[src/rtl/parametrised_reset_pio.sv]
// ============================================================================
//  Module      : parametrised_reset_pio
//  Description : Avalon-MM output register bank driving reset/control lines,
//                with per-bit level or self-clearing pulse mode.
//  Revision    : 1.0 - initial release
// ============================================================================
`default_nettype none

module parametrised_reset_pio #(
    parameter int                 WIDTH         = 8,
    parameter int                 CNT_W         = 16,
    parameter logic [WIDTH-1:0]   RESET_VALUE   = '0,
    parameter logic [CNT_W-1:0]   DEFAULT_PULSE = CNT_W'(16),
    parameter logic [WIDTH-1:0]   INVERT_MASK   = '0
) (
    input  logic              clk,
    input  logic              reset,
    input  logic [2:0]        address,
    input  logic              chipselect,
    input  logic              write_n,
    input  logic [31:0]       writedata,
    output logic [31:0]       readdata,
    output logic [WIDTH-1:0]  out_port,
    output logic              busy
);

    localparam logic [2:0] c_ADDR_DATA   = 3'd0;
    localparam logic [2:0] c_ADDR_MODE   = 3'd1;
    localparam logic [2:0] c_ADDR_PLEN   = 3'd2;
    localparam logic [2:0] c_ADDR_STATUS = 3'd3;
    localparam logic [2:0] c_ADDR_SET    = 3'd4;
    localparam logic [2:0] c_ADDR_CLEAR  = 3'd5;

    logic [WIDTH-1:0] r_data;
    logic [WIDTH-1:0] r_mode;
    logic [CNT_W-1:0] r_plen;
    logic [CNT_W-1:0] r_cnt;

    logic             w_wr;
    logic [WIDTH-1:0] w_wdata;
    logic [WIDTH-1:0] w_nd;
    logic             w_trig;
    logic [WIDTH-1:0] w_data_next;
    logic [CNT_W-1:0] w_cnt_next;
    logic [CNT_W-1:0] w_load;
    logic [31:0]      w_rd_data;
    logic [31:0]      w_rd_mode;
    logic [31:0]      w_rd_plen;
    logic [63:0]      w_status_wide;

    assign w_wr    = chipselect & ~write_n;
    assign w_wdata = writedata[WIDTH-1:0];

    always_comb begin
        w_nd = r_data;
        if (w_wr) begin
            case (address)
                c_ADDR_DATA:  w_nd = w_wdata;
                c_ADDR_SET:   w_nd = r_data | w_wdata;
                c_ADDR_CLEAR: w_nd = r_data & ~w_wdata;
                default:      w_nd = r_data;
            endcase
        end
    end

    // Only a 0->1 edge on a pulse-mode bit (re)starts the shared countdown.
    assign w_trig = |(w_nd & ~r_data & r_mode);
    assign w_load = (r_plen == '0) ? CNT_W'(1) : r_plen;

    always_comb begin
        w_data_next = w_nd;
        w_cnt_next  = r_cnt;
        if (w_trig) begin
            w_cnt_next = w_load;
        end else if (r_cnt == CNT_W'(1)) begin
            w_data_next = w_nd & ~r_mode;
            w_cnt_next  = '0;
        end else if (r_cnt != '0) begin
            w_cnt_next = r_cnt - CNT_W'(1);
            // No pulse bits left high: the countdown has nothing to time.
            if ((w_nd & r_mode) == '0) begin
                w_cnt_next = '0;
            end
        end
    end

    always_ff @(posedge clk or posedge reset) begin
        if (reset) begin
            r_data <= RESET_VALUE;
            r_mode <= '0;
            r_plen <= DEFAULT_PULSE;
            r_cnt  <= '0;
        end else begin
            r_data <= w_data_next;
            r_cnt  <= w_cnt_next;
            if (w_wr && address == c_ADDR_MODE) begin
                r_mode <= w_wdata;
            end
            if (w_wr && address == c_ADDR_PLEN) begin
                r_plen <= writedata[CNT_W-1:0];
            end
        end
    end

    assign busy     = (r_cnt != '0);
    assign out_port = r_data ^ INVERT_MASK;

    always_comb begin
        w_rd_data = '0;
        w_rd_mode = '0;
        w_rd_plen = '0;
        w_rd_data[WIDTH-1:0] = r_data;
        w_rd_mode[WIDTH-1:0] = r_mode;
        w_rd_plen[CNT_W-1:0] = r_plen;
    end

    assign w_status_wide = {{(56-CNT_W){1'b0}}, r_cnt, 7'd0, busy};

    always_comb begin
        case (address)
            c_ADDR_DATA:   readdata = w_rd_data;
            c_ADDR_MODE:   readdata = w_rd_mode;
            c_ADDR_PLEN:   readdata = w_rd_plen;
            c_ADDR_STATUS: readdata = w_status_wide[31:0];
            default:       readdata = '0;
        endcase
    end

endmodule

`default_nettype wire
[config.mk]
export PLATFORM = sky130hd
export DESIGN_NAME = parametrised_reset_pio
export DESIGN_NICKNAME = d
export VERILOG_FILES = /design/src/rtl/parametrised_reset_pio.sv
export SDC_FILE = /design/constraint.sdc
export NUM_CORES = 1
export LEC_CHECK = 0
export ABC_AREA = 1
export BUFFER_PORTS_ARGS = -buffer_cell sky130_fd_sc_hd__buf_2
export CAP_MARGIN = 20
export CELL_PAD_IN_SITES_DETAIL_PLACEMENT = 0
export CELL_PAD_IN_SITES_GLOBAL_PLACEMENT = 2
export CORE_UTILIZATION = 29
export DETAILED_ROUTE_END_ITERATION = 8
export GPL_TIMING_DRIVEN = 0
export PLACE_DENSITY_LB_ADDON = 0.1
export SYNTH_ARGS = -nofsm -noshare
export SYNTH_HDL_FRONTEND = slang
export SYNTH_SLANG_ARGS = --single-unit
[constraint.sdc]
create_clock -name clk -period 2.5 [get_ports clk]
set_clock_uncertainty 0.1 [all_clocks]
set_input_delay 0.375 -clock clk [delete_from_list [all_inputs] [get_ports clk]]
set_output_delay 0.375 -clock clk [all_outputs]
set_load 0.02 [all_outputs]
# ---- Yosys cells after proc, flatten, opt, wreduce, memory -nomap -nowiden
# Cells that the tools add are included.
dict set report totals {
  regBits 48
  inputBits 39
  output_inout_bits 41
}
dict set report op_classes {
  addsub 1
  n_eq_ne 6
  mux 10
  bitwise_logic 11
  n_reduce_logical 8
}
# operator n
set op_table {}
lappend op_table {{one-hot mux 24 bit (4 select lines)} 1}
lappend op_table {{two-way mux 16 bit} 5}
lappend op_table {{AND 8 bit} 5}
lappend op_table {{two-way mux 8 bit} 3}
lappend op_table {{inverter 8 bit} 3}
lappend op_table {{one-hot mux 8 bit (3 select lines)} 1}
lappend op_table {{== test 16 x 1 -> 1 bit (second input constant)} 1}
lappend op_table {{logical NOT 16 bit} 1}
lappend op_table {{nonzero test 16 bit} 1}
lappend op_table {{subtractor 16 x 1 -> 16 bit (second input constant)} 1}
lappend op_table {{logical NOT 8 bit} 1}
lappend op_table {{bitwise OR 8 bit} 1}
lappend op_table {{OR reduction 8 bit} 1}
lappend op_table {{== test 3 x 2 -> 1 bit (second input constant)} 2}
lappend op_table {{== test 3 bit (second input constant)} 2}
lappend op_table {{== test 3 x 1 -> 1 bit (second input constant)} 1}
lappend op_table {{logical NOT 3 bit} 1}
lappend op_table {{nonzero test 3 bit} 1}
lappend op_table {{logical AND 1 bit} 2}
lappend op_table {{AND 1 bit} 1}
lappend op_table {{inverter 1 bit} 1}

# ---- Depth between registers and ports, before layout
# Gate-level depths: netlist of run 1.
dict set report depth {
  word_depth 10
  ltp_mapped 15
  mapped_depth_nobuf 15
}

# ---- Worst setup path after synthesis of run 1
# No wires, ideal clock.
dict set report synth_timing {
  kind {input to output}
  from {in address[2]}
  to {out readdata[10]}
  arrival_time_ns 1.474
  required_time_ns 2.025
  setup_slack_ns 0.551
  stages 3
  path_buffers 0
  cell_sequence {nor3_2 > inv_1 > o21ai_0}
}
dict set report synth_via {
  elab_chain_len 2
  word_cells_on_any_way 5
}
# element line_no
set synth_rtl {}
lappend synth_rtl {{from (decl)} 18} ;# input logic [2:0] address,
lappend synth_rtl {{== test 3 x 2 -> 1 bit (tied with other cells)} 120} ;# case (address)
lappend synth_rtl {{one-hot mux 24 bit (4 select lines) (*)} 120}
lappend synth_rtl {{to (decl)} 22} ;# output logic [31:0] readdata,
# Every way passes the cells marked *; elsewhere a longest branch is shown, timed or not.

# ---- Worst setup path after layout of run 1
dict set report layout_timing {
  from {reg r_cnt[11]}
  to {out readdata[0]}
}
dict set report layout_via {
  elab_chain_len 2
}
# element line_no
set layout_rtl {}
lappend layout_rtl {{from (decl)} 37} ;# logic [CNT_W-1:0] r_cnt;
lappend layout_rtl {{from (signal assigned)} 95} ;# r_cnt <= w_cnt_next;
lappend layout_rtl {{nonzero test 16 bit} 105} ;# assign busy = (r_cnt != '0);
lappend layout_rtl {{one-hot mux 24 bit (4 select lines)} 120}
# Every way passes these cells.

==> metrics, run 1 <==
antenna viol nets, final=0; Clock Latency Late Sink=0.31 ns; Fillers=1,152; drt total wl=10,300 um; GRT Resource Usage Total=19.0%; post-DP HPWL=7890 um; area of the mapped netlist=0.00319 mm^2; Worst Max-Slew Pin Slew=0.582 ns; Via-to-Cell Ratio=4.77; Design Area, Final=0.00388 mm^2; Fmax=0.425 GHz; crit-path max FO=6; GRT overflow=0; Yosys top cell by area=dfrtp_1; nets@finish=558; post-synthesis cell type count=38; DR iter-0 viols=109; critical path class=reg -> out; capturing element type of the critical path=primary output; Crit path required time=2.03 ns; ranking of synthesized cells by area=dfrtp_1 37%, nand2_1 14%, inv_1 7.1%; Synth top area share=36.9%; P per Cell Area=945 mW/mm^2; IO Port Bufs=55; relative slew slack=61.2%; Sink Count=48; Avg Cell Area, Syn=7.22 um^2; status=complete, no violations; n_diodes=0; layout cell share with drive strength beyond 1=21.7%; Die ar.=0.0114 mm^2; unrepaired setup endpoints after global routing=false; WHS=0.203 ns; peak supply drop=305 uV; 1st-pass router iterations=5; CTS tree=done; Leak=1.96 nW; H-Tree Level Count=2; Ys Warns=0; Final Wtd Congestion=0.763; placed standard-cell area=0.00368 mm^2; Residual DRC=0; crit share post-route=94.2%; Root Driver=clkbuf_8; Die X=107 um; die height=107 um; Synth Flop Type=dfrtp_1; min-delay worst type=in -> reg; first-pass GRT wire length=16,500 um; top cells by count, synth=115 x nand2_1, 60 x inv_1, 50 x nor2_1; Ports=80; Initial Util=30.3%; Max Cap Viol=0; num rows=37; core box area=0.0105 mm^2; Max Slew Vio Count=0; vias in the first global route=3,148; Synth async-reset ratio=100%; Fin. Hold Viols=0; Final setup viols=0; routed vias=3,114; CP arrival=1.88 ns; Yosys reg bits=48; pin count of the biggest net entering global routing=38; sequential share of the synthesized area=37.7%; Area Growth Syn to Fin=21.8%; Max Root-Sink Buffers=2; Tmin final=2.36 ns; EDFF count, synth=0; initial antenna violation count=0; crit start category=register; Post-Synthesis Cells=441; drt wl/cell=15.8 um; CTS clk-pin slew, worst paths=0.11 ns; CTS Buf Count=5; most frequent cell after synthesis=nand2_1
-- layout by cell type, fill, tap and decap left out, types with 4 or more instances in the layout --
| cell | synthesis | layout |
|---|---|---|
| buf_2 | 2 | 57 |
| inv_2 | 2 | 4 |
| conb_1 | 1 | 8 |
| nor2_1 | 50 | 50 |
| a21oi_1 | 19 | 19 |
| clkbuf_8 | 1 | 6 |
| nand3_1 | 25 | 25 |
| a21oi_2 | 9 | 9 |
| clkbuf_1 | 5 | 5 |
| nand4_1 | 8 | 8 |
| buf_6 | 4 | 4 |
| buf_4 | 8 | 12 |
| a32oi_1 | 7 | 7 |
| inv_1 | 60 | 58 |
| nor3_1 | 6 | 4 |
| nor4_1 | 5 | 5 |
| o21ai_0 | 21 | 20 |
| o22ai_1 | 7 | 7 |
| nand2_1 | 115 | 115 |
| dfrtp_1 | 47 | 47 |
| o221ai_1 | 5 | 5 |
| nor2_4 | 4 | 4 |
| xor2_1 | 10 | 10 |
-- final timing paths --
path | from | end | slack [ns] | cells past startpoint
hold / removal | writedata[9] | r_plen[9] | 0.20 | 3
setup reg to reg | r_cnt[1] | r_cnt[13] | 0.27 | 10
setup / recovery | r_cnt[11] | readdata[0] | 0.14 | 7
hold reg to reg | r_plen[4] | r_plen[4] | 0.42 | 2
min in group asynchronous | reset | out_port[4] | 0.46 | 3
max in group asynchronous | reset | r_plen[4] | 1.28 | 4
-- state kept, by name, indices dropped and copies added, names as in the netlist --
signal and flops:
out_port 8, r_cnt 16, r_mode 8, r_plen 16
-- area by class of cell --
| type | count | area [um^2] | area share [%] |
|---|---|---|---|
| buffer | 20 | 148 | 3.80 |
| sequential | 48 | 1200 | 31.0 |
| clock inverter | 3 | 68.8 | 1.77 |
| tap | 136 | 170 | 4.38 |
| timing repair buffer | 61 | 335 | 8.64 |
| inverter | 63 | 240 | 6.19 |
| multi-input combinational | 317 | 1650 | 42.5 |
| clock buffer | 5 | 68.8 | 1.77 |
-- cells by family after synthesis --
logic type | Yosys count | synth area share [%]
xor+xnor | 11 | 3.02
buf+inv | 83 | 12.1
compound gates | 74 | 14.9
flops | 48 | 37.7
other cells | 1 | 0.118
simple gates | 221 | 31.0
fa+ha+maj | 3 | 1.18
-- per-stage QoR --
stage | setup slack, ns | power, mW | cells | setup TNS [ns] | utilization (%)
after floorplan | 0.551 | 2.43 | 448 | 0 | -
after global placement | -0.00621 | 2.92 | 639 | -0.134 | 34.8
after detailed placement | 0.0121 | 2.91 | 640 | 0 | 35.0
after CTS | 0.00798 | 3.65 | 649 | 0 | 36.5
after global routing | 0.0104 | 3.98 | 653 | 0 | 36.9
final | 0.145 | 3.67 | 653 | 0 | 36.9
-- critical path, cell delays in order (launching register included) --
cell and delay (ns):
dfrtp_1 0.43, inv_2 0.09, nand2_1 0.06, nor3_2 0.14
nand4_1 0.21, nor3_4 0.37, o21ai_1 0.10, buf_2 0.17
-- report_power, final --
part | internal [mW] | switching [mW] | total [mW]
Sequential | 0.997 | 0.216 | 1.21
Clock | 0.403 | 0.302 | 0.706
Combinational | 0.638 | 1.11 | 1.75
Total | 2.04 | 1.63 | 3.67
-- routing by layer --
metal	wire length (um)	vias to the layer above	GRT usage [%]
met5	0	-	0
met4	229	0	6.07
met3	297	18	2.49
met2	5010	66	32.6
met1	4770	1452	24.6
li1	-	1578	-
-- what timing repair did --
action,in CTS,in global routing
hold endpoints to repair,11,0
pin swaps,0,2
setup endpoints to repair,1,13
setup buffers,0,4
resized for setup,1,6
hold buffers,1,0
Note: power is estimated with default switching activity, not from simulation.
==> run 2: changes to the inputs <==
--- a/config.mk
+++ b/config.mk
@@ -5,12 +5,12 @@
 export SDC_FILE = /design/constraint.sdc
 export NUM_CORES = 1
 export LEC_CHECK = 0
-export ABC_AREA = 1
 export BUFFER_PORTS_ARGS = -buffer_cell sky130_fd_sc_hd__buf_2
 export CAP_MARGIN = 20
 export CELL_PAD_IN_SITES_DETAIL_PLACEMENT = 0
 export CELL_PAD_IN_SITES_GLOBAL_PLACEMENT = 2
-export CORE_UTILIZATION = 29
+export CORE_MARGIN = 2
+export CORE_UTILIZATION = 32
 export DETAILED_ROUTE_END_ITERATION = 8
 export GPL_TIMING_DRIVEN = 0
 export PLACE_DENSITY_LB_ADDON = 0.1
==> metrics, run 2 <==
status=complete, but fails checks; failing checks=setup timing; Worst Max-Slew Pin Slew=0.663 ns; hold_sp=writedata[8]; nets@finish=437; antenna viol nets, final=0; n_diodes=0; Sink Count=48; CP arrival=2.15 ns; placed standard-cell area=0.00340 mm^2; Top Layer Used=met4; sequential power share=37.7%; unrepaired setup endpoints after global routing=true; Post-Synthesis Cells=311; min-delay worst type=in -> reg; routed wl met2=4740 um; CTS tree=done; initial antenna violation count=0; post-DP HPWL=6690 um; clock share of power=15.8%; EDFF count, synth=0; relative slew slack=55.6%; final core utilization=40.9%; Fin. Hold Viols=0; Ports=80; Cell Int Power=2.14 mW; CTS clk-pin slew, worst paths=0.10 ns; top cells by count, synth=47 x dfrtp_1, 37 x nand2_1, 29 x nor2_1; Final Worst Setup Slack=-0.128 ns; Max Cap Viol=0; Root Driver=clkbuf_8; 1st-pass router iterations=6; routed vias=2,642; Worst Setup SP=r_cnt[7]; sequential share of the synthesized area=40.8%; Leak=1.75 nW; crit share post-route=105%; Area Growth Syn to Fin=26.4%; top flop regs=r_cnt: 16 flops, r_plen: 16 flops; crit-path max FO=2; drt wl/cell=18.1 um; Fmax=0.381 GHz; H-Tree Level Count=2; Synth top area share=39.9%; most common cell after layout, fill and taps aside=buf_2; Max Slew Vio Count=0; DP Worst Slack=-0.816 ns; Die ar.=0.0100 mm^2; die height=100 um; Comb pwr share=46.5%; GRT overflow=0; Max Root-Sink Buffers=2; Synth async-reset ratio=100%; layout cell share with drive strength beyond 1=35.6%; Design Area, Final=0.00373 mm^2; Yosys reg bits=48; Via-to-Cell Ratio=5.21; first-pass GRT wire length=14,900 um; Tmin final=2.63 ns; Tot Pwr=3.67 mW; WL met1=4070 um; critical path class=reg -> out; DR iter-0 viols=87; capturing element type of the critical path=primary output; launch point of the worst reg-to-reg path=r_cnt[1]; Crit path required time=2.03 ns; Initial Util=32.4%; Die X=100 um; WHS=0.192 ns; Residual DRC=0; Psw=1.53 mW; drt total wl=9200 um; Final setup viols=2; most frequent cell after synthesis=dfrtp_1; P per Cell Area=985 mW/mm^2; Final Wtd Congestion=0.772; most frequent cells in the layout=57 x buf_2, 42 x dfrtp_1, 36 x nand2_1, 29 x nor2_1, 24 x mux2_2; Yosys top cell by area=dfrtp_1; pin count of the biggest net entering global routing=34; Clock Latency Late Sink=0.31 ns; Sw Share=41.7%; vias in the first global route=2,755; num rows=35; crit start category=register; peak supply drop=283 uV; Synth Flop Type=dfrtp_1; routed wl met3=284 um; ranking of synthesized cells by area=dfrtp_1 40%, mux2_2 9.2%, mux2i_1 5.4%; area of the mapped netlist=0.00295 mm^2; Ys Warns=0; core box area=0.00911 mm^2; Avg Cell Area, Syn=9.48 um^2; post-synthesis cell type count=45; GRT Resource Usage Total=19.1%; CTS Buf Count=5; IO Port Bufs=54
-- run 2: changes by cell type in the layout (fill, tap and decap cells not counted), moves of 11 or more --
cell,change
nand2_1,-79
buf_4,+11
inv_1,-55
nand3_1,-23
a22oi_1,+13
mux2i_1,+16
mux2_2,+24
nor2_1,-21
o31ai_1,+13
-- run 2: path summary, 6_finish.rpt --
path,cells after the start,slack (ns),to
worst max register to register,7,-0.03,r_cnt[10]
min in group asynchronous,3,0.49,r_mode[0]
max in group asynchronous,4,1.24,r_plen[4]
worst min register to register,2,0.44,r_cnt[4]
worst min-delay path,2,0.19,r_plen[8]
worst max-delay path,6,-0.13,readdata[0]
-- run 2: layout make-up --
| class | instances | area (um^2) |
|---|---|---|
| buffer | 19 | 113 |
| clock inverter | 2 | 35.0 |
| sequential | 48 | 1210 |
| multi-input combinational | 245 | 1720 |
| tap | 111 | 139 |
| timing repair buffer | 71 | 419 |
| clock buffer | 6 | 72.6 |
| inverter | 5 | 18.8 |
| fill | 951 | 5380 |
-- run 2: through the flow --
step / TNS [ns] / cells
final: -0.156 / 507
after floorplan: 0 / 318
after detailed placement: -15.99 / 484
after global placement: -13.95 / 483
after global routing: -0.402 / 507
after CTS: -0.260 / 499
-- run 2: cells by family (layout without fill, tap and decap cells) --
| family | after synthesis | in the layout | share of synthesized area [%] |
|---|---|---|---|
| AND/OR/NAND/NOR | 112 | 112 | 18.8 |
| AO/OA/AOI/OAI | 68 | 68 | 15.4 |
| flip-flops | 48 | 48 | 40.8 |
| multiplexers | 41 | 41 | 15.4 |
| buffers and inverters | 25 | 103 | 4.33 |
| XOR/XNOR | 13 | 13 | 3.86 |
| adder cells (fa/ha/maj) | 3 | 3 | 1.27 |
| other | 1 | 8 | 0.127 |
-- run 2: repair_timing --
item | 4_1_cts | 5_1_grt
hold buffers | 1 | 0
pin swaps | 5 | 4
setup buffers | 6 | 9
endpoints found under the hold margin | 15 | 0
setup endpoints to repair | 34 | 22
resized for setup | 23 | 7
-- run 2: power groups by stage --
stage	Clock (mW)	Sequential [mW]	Combinational, mW
6_report	0.581	1.38	1.71
4_1_cts	0.588	1.38	1.61
3_3_place_gp	0	1.39	1.41
3_5_place_dp	0	1.39	1.42
5_1_grt	0.620	1.43	1.89
2_1_floorplan	0	1.32	1.02
-- run 2: per-layer routing --
layer | global-route usage [%] | vias up
met5 | 0 | -
met4 | 4.43 | 0
met3 | 2.72 | 10
met2 | 33.8 | 56
met1 | 24.7 | 1283
li1 | - | 1293
-- run 2: worst max-delay path, cell delays in order (launching register included) --
cell	delay (ns)
dfrtp_2	0.44
nor4_4	0.30
and4_4	0.29
nand2_4	0.07
mux4_2	0.46
and2_4	0.15
buf_6	0.12
==> run 3: changes to the inputs <==
--- a/config.mk
+++ b/config.mk
@@ -11,6 +11,7 @@
 export CELL_PAD_IN_SITES_GLOBAL_PLACEMENT = 2
 export CORE_MARGIN = 2
 export CORE_UTILIZATION = 32
+export CTS_BUF_LIST = sky130_fd_sc_hd__clkbuf_4 sky130_fd_sc_hd__clkbuf_8 sky130_fd_sc_hd__clkbuf_16
 export DETAILED_ROUTE_END_ITERATION = 8
 export GPL_TIMING_DRIVEN = 0
 export PLACE_DENSITY_LB_ADDON = 0.1
==> metrics, run 3 (synthesis results as in run 2) <==
vias in the first global route=2,755; core box area=0.00911 mm^2; Placed Cells incl. Taps=484; layout cell share with drive strength beyond 1=35.9%; Final setup viols=2; IO Port Bufs=54; min-delay worst type=in -> reg; TNS Setup=-0.155 ns; Non-Filler Instances=507; final core utilization=41.0%; CTS clk-pin slew, worst paths=0.10 ns; failing checks=setup timing; H-Tree Level Count=2; Tmin final=2.63 ns; Ports=80; Clock Latency Late Sink=0.31 ns; Root Driver=clkbuf_8; Max Slew Vio Count=0; Max Cap Viol=0; num rows=35; crit start category=register; nets@finish=437; Residual DRC=0; Tot Pwr=3.69 mW; CTS Buf Count=5; DP Worst Slack=-0.816 ns; routed vias=2,646; CP arrival=2.15 ns; P per Cell Area=988 mW/mm^2; capturing element type of the critical path=primary output; unrepaired setup endpoints after global routing=true; Fmax=0.381 GHz; drt total wl=9220 um; WHS=0.192 ns; crit share post-route=105%; status=complete, but fails checks; critical path class=reg -> out; Final Wtd Congestion=0.772; 1st-pass router iterations=4; antenna viol nets, final=0; top flop regs=r_cnt: 16 flops, r_plen: 16 flops; Sink Count=48; Area Growth Syn to Fin=26.6%; Die ar.=0.0100 mm^2; Max Root-Sink Buffers=2; post-DP HPWL=6690 um; Final Worst Setup Slack=-0.128 ns; Fin. Hold Viols=0; relative slew slack=55.2%; crit-path max FO=2; Crit path required time=2.03 ns; GRT Resource Usage Total=19.1%; Fillers=949; most common cell after layout, fill and taps aside=buf_2; n_diodes=0; die height=100 um; Die X=100 um; Leak=1.76 nW; Worst Max-Slew Pin Slew=0.668 ns; drt wl/cell=18.2 um; placed standard-cell area=0.00340 mm^2; DR iter-0 viols=80; CTS tree=done; Initial Util=32.4%; Via-to-Cell Ratio=5.22; pin count of the biggest net entering global routing=34; first-pass GRT wire length=14,900 um; peak supply drop=285 uV; GRT overflow=0; Design Area, Final=0.00373 mm^2; initial antenna violation count=0; most frequent cells in the layout=57 x buf_2, 42 x dfrtp_1, 36 x nand2_1, 29 x nor2_1, 24 x mux2_2
[run 3: path summary, 6_finish.rpt]
check,startpoint,endpoint,slack (ns),cells after the start
max in group asynchronous,reset,r_plen[4],1.24,4
worst max register to register,r_cnt[1],r_cnt[10],-0.03,7
worst min-delay path,writedata[8],r_plen[8],0.19,2
worst max-delay path,r_cnt[7],readdata[0],-0.13,6
min in group asynchronous,reset,r_mode[0],0.49,3
worst min register to register,r_plen[4],r_cnt[4],0.44,2
[run 3: final cells by class]
cell class	instances	area (um^2)	share of cell area, %
multi-input cells	245	1720	46.2
inverters	5	18.8	0.503
well taps	111	139	3.72
clock inverters	2	35.0	0.939
plain buffers	19	113	3.02
clock buffers	6	76.3	2.04
flip-flops and latches	48	1210	32.4
repair buffers	71	419	11.2
[run 3: worst max-delay path, cell delays in order (launching register included)]
cell and delay [ns]:
dfrtp_2 0.44, nor4_4 0.30, and4_4 0.29, nand2_4 0.07
mux4_2 0.46, and2_4 0.15, buf_6 0.12
[run 3: timing repair]
item	in CTS	in global routing
resized for setup	23	7
hold buffers	1	0
pin swaps	5	4
hold endpoints to repair	15	0
buffers inserted	6	9
endpoints found under the setup margin	34	22
[run 3: layer usage]
layer,share of wire [%],track usage [%],up-vias
li1,-,-,1293
met1,44,24.7,1293
met2,52,33.8,52
met3,3.2,2.72,8
met4,0.85,4.43,0
met5,0,0,-
[run 3: power breakdown]
group          switching [mW]  internal [mW]
clock network           0.285          0.309
logic                   0.889          0.819
registers               0.359           1.03
total                    1.53           2.15
